--- src/rtl/pipeline_hazard_ctrl.sv ---
// Pipeline sequencer: load-use stall, branch squash, debug halt/drain/step FSM, perf counters.
// Latency: control outputs are combinational (zero cycles from hazard to stall); state and counters update on the next edge.
// Backpressure: stalls freeze PC and IF/ID while ID/EX takes a bubble; drain keeps inserting bubbles until halted.
module pipeline_hazard_ctrl #(
    parameter int DRAIN_CYCLES = 3,
    parameter int CNT_W        = 32
) (
    input  logic             clk,
    input  logic             reset,
    input  logic [4:0]       id_rs,
    input  logic [4:0]       id_rt,
    input  logic             id_uses_rt,
    input  logic             id_branch_taken,
    input  logic             id_halt_instr,
    input  logic             ex_m_mem_read,
    input  logic [4:0]       ex_rt,
    input  logic             dbg_halt_req,
    input  logic             dbg_step_req,
    input  logic             dbg_resume,
    output logic             pc_write,
    output logic             if_id_write,
    output logic             if_id_flush,
    output logic             id_ex_flush,
    output logic             halted,
    output logic [CNT_W-1:0] cycle_count,
    output logic [CNT_W-1:0] stall_count
);

    typedef enum logic [1:0] {RUN, DRAIN, HALTED, STEP} state_t;

    localparam logic [2:0] DRAIN_LAST = 3'(DRAIN_CYCLES - 1);

    state_t     state, state_nxt;
    logic [2:0] drain_cnt, drain_nxt;
    logic       step_q;
    logic       hazard;
    logic       stall_inc;

    assign hazard = ex_m_mem_read && (ex_rt != 5'd0) &&
                    ((ex_rt == id_rs) || (id_uses_rt && (ex_rt == id_rt)));

    always_comb begin
        pc_write    = 1'b1;
        if_id_write = 1'b1;
        if_id_flush = 1'b0;
        id_ex_flush = 1'b0;
        state_nxt   = state;
        drain_nxt   = drain_cnt;
        stall_inc   = 1'b0;
        case (state)
            RUN, STEP: begin
                if (hazard) begin
                    pc_write    = 1'b0;
                    if_id_write = 1'b0;
                    id_ex_flush = 1'b1;
                    stall_inc   = 1'b1;
                end else if (id_halt_instr) begin
                    // HALT is squashed in ID so it never reaches EX
                    pc_write    = 1'b0;
                    if_id_flush = 1'b1;
                    id_ex_flush = 1'b1;
                    state_nxt   = DRAIN;
                end else if (state == RUN && dbg_halt_req) begin
                    pc_write    = 1'b0;
                    if_id_write = 1'b0;
                    id_ex_flush = 1'b1;
                    state_nxt   = DRAIN;
                end else begin
                    if_id_flush = id_branch_taken;
                    if (state == STEP) state_nxt = DRAIN;
                end
            end
            DRAIN: begin
                pc_write    = 1'b0;
                if_id_write = 1'b0;
                id_ex_flush = 1'b1;
                if (drain_cnt == DRAIN_LAST) begin
                    drain_nxt = 3'd0;
                    state_nxt = HALTED;
                end else begin
                    drain_nxt = drain_cnt + 3'd1;
                end
            end
            default: begin
                pc_write    = 1'b0;
                if_id_write = 1'b0;
                id_ex_flush = 1'b1;
                if (dbg_resume)                  state_nxt = RUN;
                else if (dbg_step_req && !step_q) state_nxt = STEP;
            end
        endcase
        if (reset) begin
            pc_write    = 1'b0;
            if_id_write = 1'b0;
            if_id_flush = 1'b1;
            id_ex_flush = 1'b1;
        end
    end

    always_ff @(posedge clk or posedge reset) begin
        if (reset) begin
            state       <= RUN;
            drain_cnt   <= 3'd0;
            step_q      <= 1'b0;
            cycle_count <= '0;
            stall_count <= '0;
        end else begin
            state     <= state_nxt;
            drain_cnt <= drain_nxt;
            step_q    <= dbg_step_req;
            if (state != HALTED && cycle_count != '1)
                cycle_count <= cycle_count + CNT_W'(1);
            if (stall_inc && stall_count != '1)
                stall_count <= stall_count + CNT_W'(1);
        end
    end

    assign halted = (state == HALTED);

endmodule

--- config.mk ---
export PLATFORM = sky130hd
export DESIGN_NAME = pipeline_hazard_ctrl
export DESIGN_NICKNAME = d
export VERILOG_FILES = /design/src/rtl/pipeline_hazard_ctrl.sv
export SDC_FILE = /design/constraint.sdc
export NUM_CORES = 1
export LEC_CHECK = 0
export ABC_AREA = 1
export CORE_MARGIN = 8
export CORE_UTILIZATION = 48
export DETAILED_ROUTE_END_ITERATION = 10
export GPL_TIMING_DRIVEN = 0
export PLACE_DENSITY = 0.78
export SYNTH_ARGS = -nofsm -noshare
export SYNTH_HDL_FRONTEND = slang
export SYNTH_SLANG_ARGS = --single-unit
--- constraint.sdc ---
create_clock -name clk -period 2.2 [get_ports clk]
set_input_delay 0.33 -clock clk [delete_from_list [all_inputs] [get_ports clk]]
set_output_delay 0.33 -clock clk [all_outputs]
set_load 0.01 [all_outputs]
* Word level (Yosys, flattened, before mapping)
Index checks and enable logic that the tools add are counted.
** Storage, ports and cells
- Bits in registers :: 70
- Input bits :: 24
- Word-level logic and storage cells :: 64
** Cells by class
- $add $sub $neg :: 3
- Equal/unequal tests :: 12
- Mux-type cells :: 30
- Reductions and logical operators :: 14
** Operators by type and width (count)
- adder 32 x 1 -> 32 bit (second input constant) :: 2
- inequality test 32 bit (second input constant) :: 2
- two-way mux 1 bit :: 21
- two-way mux 2 bit :: 7
- equality test 5 bit :: 2
- logical AND 1 bit :: 7
- inequality test 2 bit (second input constant) :: 3
- nonzero test 5 bit :: 1
- equality test 2 bit (second input constant) :: 2
- inequality test 4 bit (second input constant) :: 1
- one-hot mux 2 bit (2 select lines) :: 1
- AND reduction 4 bit :: 1
- nonzero test 4 bit :: 1
- adder 3 x 1 -> 3 bit (second input constant) :: 1
- equality test 3 x 2 -> 1 bit (second input constant) :: 1
- two-way mux 3 bit :: 1
- equality test 2 x 1 -> 1 bit (second input constant) :: 1
- logical NOT 2 bit :: 1
- OR reduction 2 bit :: 1
- logical NOT 1 bit :: 1
- logical OR 1 bit :: 1

* Logic depth before layout (Yosys ltp)
- Word-level depth :: 7
- Gate-level depth with buffers :: 11

* Worst setup path after synthesis
OpenSTA, ideal clock, no wires.
- Kind :: input-to-output
- Start point :: in reset
- End point :: out pc_write
- Data arrival time :: 2.430 ns
- Data required time :: 1.870 ns
- Slack :: -0.560 ns
- Stages :: 3
- Cell sequence :: inv_1 nand4_1 inv_1
** On the way
- Word-level cells in the longest chain between the ends :: 1
** Ends and longest elaborated chain
- start: declaration :: line 9 : input logic reset,
- two-way mux 1 bit :: line 92 : if (reset) begin
- end: declaration :: line 20 : output logic pc_write,
Every way passes these cells.

* Final worst setup path
- Start point :: in reset
- End point :: out id_ex_flush
** On the way
- Word-level cells in the longest chain between the ends :: 1
** Ends and longest elaborated chain
- two-way mux 1 bit :: line 92
- end: declaration :: line 23 : output logic id_ex_flush,
Every way passes these cells.

==> results_dict.tcl <==
set metrics [dict create \
    r2r-start "cycle_count[0]" \
    drt_iter0_drc 283 \
    clk_latency_ns 0.35 \
    criticalPathCategory "in -> out" \
    nets 839 \
    fin_worst_skew_ns 0.0151 \
    grt_pass1_vias 4739 \
    critPathRequiredTime_ns 1.87 \
    grt_use_total_pct 21.0 \
    pwr-share-comb_pct 32.9 \
    fmax_ghz 0.475 \
    status "complete, no violations" \
    seqPwrFrac_pct 39.6 \
    maxSlewViolCount 0 \
    drive_gt1_share_pct 11.3 \
    netlist_instances 698 \
    worst_ir_drop_vdd_v 0.000413 \
    rsz0062_at_grt "false" \
    period_share_pct 95.8 \
    antenna_found_initial 0 \
    gp_congestion 0.934 \
    die_w_um 116 \
    syn_area_um2 4790 \
    root_buffer "clkbuf_8" \
    yosysUniqueCellTypes 28 \
    dr.pass1.iters 5 \
    setup-violations-final 0 \
    yosysSeqAreaShare_pct 36.6 \
    reg2reg_depth 11 \
    yosys-top-cells-area "dfrtp_1 (37%), nand2_1 (23%), xor2_1 (6.6%), nor2_1 (6.2%), inv_1 (4.9%)" \
    fin_tns_setup_ns 0 \
    rows 36 \
    grt_util_met3_pct 3.54 \
    synth_warnings 0 \
    area_growth_pct 28.9 \
    p_sw_share_pct 35.1 \
    final_hold_viol_count 0 \
    cts_made_buffers 9 \
    n_fill_cell 931 \
    clock_sinks 70 \
    p_int_mw 2.55 \
    dpl.hpwl_mm 10.9 \
    die_area_um2 13400 \
    drcViolationCount 0 \
    ff2ff_setup_slack_ns 0.22 \
    whs_ns 0.463 \
    ant_nets 0 \
    post_drt_wl_per_cell_um 14.5 \
    drv_cap 0 \
    power.density_nw_per_um2 635 \
    syn_area_per_cell_um2 6.86 \
    drt_wl_total_mm 13.8 \
    cts.reportedPaths.clkPinSlew_ns 0.07 \
    leakage_nw 2.96 \
    n_antenna_cell 0 \
    ys_async_sr_fraction_pct 100 \
    crit_fanout 20 \
    layout_common_cells "nand2_1 (295), clkdlybuf4s50_1 (84), nor2_1 (77), dfrtp_1 (70), inv_1 (60)" \
    worst_slew_pin_slew_ns 0.801 \
    grt_max_degree 21 \
    grt_overflow 0 \
    grt_pass1_wl_mm 22.6 \
    start_util_pct 49.2 \
    met1_usage_pct 26.8 \
    hold_depth 1 \
    die_h_um 116 \
    hp-start "dbg_step_req" \
    cp-end-kind "primary output" \
    syn_nets 728 \
    cts_buffer_depth 2 \
    post-route-util_pct 63.5 \
    gr-usage-met2_pct 35.1 \
    cts_hold_buf 0 \
    cts_tree "done" \
    pwr-share-clk_pct 27.5 \
    synth-seq-cells 70 \
    h-tree-depth 3 \
    ios 93 \
    final_common_cell "nand2_1" \
    yosysTopAreaCellShare_pct 36.6 \
    dr_total_vias 4778 \
    synth_edf_count 0 \
    hold_end "step_q" \
    reg2reg_to "cycle_count[27]" \
    arrival_ns 1.78 \
    placed_cell_area_um2 5900 \
    synth-main-ff-cell "dfrtp_1" \
    startpoint_type "primary input" \
    period_minus_slack_ns 2.11 \
    top_usage_layer "met2" \
    p_switching_mw 1.38 \
    synth_largest_area_cell "dfrtp_1" \
    io_buffers 92 \
    viasPerCell 5.05 \
    core_area_um2 9730 \
    max_slew_margin_pct 46.3 \
    design_area_um2 6170 \
    hold_class "in -> reg" \
]
[power groups by stage]
| stage | Clock (mW) | Combinational [mW] | Sequential (mW) |
|---|---|---|---|
| after floorplan | 0 | 0.769 | 1.59 |
| after global placement | 0 | 1.23 | 1.57 |
| after detailed placement | 0 | 1.29 | 1.58 |
| after CTS | 1.10 | 1.31 | 1.55 |
| after global routing | 1.15 | 1.43 | 1.58 |
| final | 1.08 | 1.29 | 1.55 |
[critical path, cell delays in order]
cell             delay, ns
clkdlybuf4s50_1       0.63
clkinvlp_4            0.23
buf_12                0.20
nand4_1               0.12
clkdlybuf4s15_1       0.26
[cell usage after synthesis, types with 7 or more instances]
cell type  instances
nor3_1            23
nor2_1            79
nand2_2           25
nand2_1          295
nand3_1           13
xnor2_1           19
nand4_1           13
inv_2              7
dfrtp_1           70
o21ai_0           13
inv_1             62
xor2_1            36
[flip-flops by register name, summed over array words and instances (netlist names)]
signal and count:
step_q 1, drain_cnt 3, stall_count 32, state 2, cycle_count 32
[kinds of logic after synthesis]
group / share of synthesized area (%)
DFF: 36.6
and+or+nand+nor: 41.7
adders and majority gates: 1.57
buffers and inverters: 7.71
xor gates and xnor gates: 10.1
AOI/OAI and AO/OA: 2.35
[metal layers]
layer,part of all wire [%],vias to the layer above,wire length [µm]
met4,1.5,0,213
met5,0,-,0
met3,6.3,18,871
li1,-,2364,-
met1,44,2245,6110
met2,48,151,6580
[through the flow]
step / power (mW) / instances / setup WS [ns]
after floorplan: 2.36 / 698 / 0.0195
after global placement: 2.80 / 923 / -1.45
after detailed placement: 2.87 / 924 / -0.916
after CTS: 3.96 / 947 / 0.0318
after global routing: 4.16 / 947 / 0.0153
final: 3.92 / 947 / 0.0934
[worst max path at each step]
stage                  start          end  slack, ns  depth (start not counted)
finish                 reset  id_ex_flush       0.09                          5
global route        state[1]  id_ex_flush       0.02                          7
CTS                    reset     pc_write       0.03                          6
detailed placement     reset  id_ex_flush      -0.92                          5
global placement       reset  id_ex_flush      -1.45                          4
floorplan              reset     pc_write       0.02                          3
[area by class of cell]
class / count / area [µm²] / share of cell area [%]
plain buffers: 12 / 110 / 1.78
clock buffers: 13 / 159 / 2.57
clock inverters: 3 / 42.5 / 0.689
inverters: 69 / 263 / 4.26
multi-input cells: 547 / 2670 / 43.3
flip-flops and latches: 70 / 1750 / 28.4
well taps: 133 / 166 / 2.70
repair buffers: 99 / 1000 / 16.2
repair inverters: 1 / 5.00 / 0.0811
[repair_timing]
item	4_1_cts	5_1_grt
cloned	2	0
pin swaps	1	1
buffers inserted	5	0
resized for setup	7	13
endpoints found under the setup margin	4	4
Power figures use the tool's default switching activity.
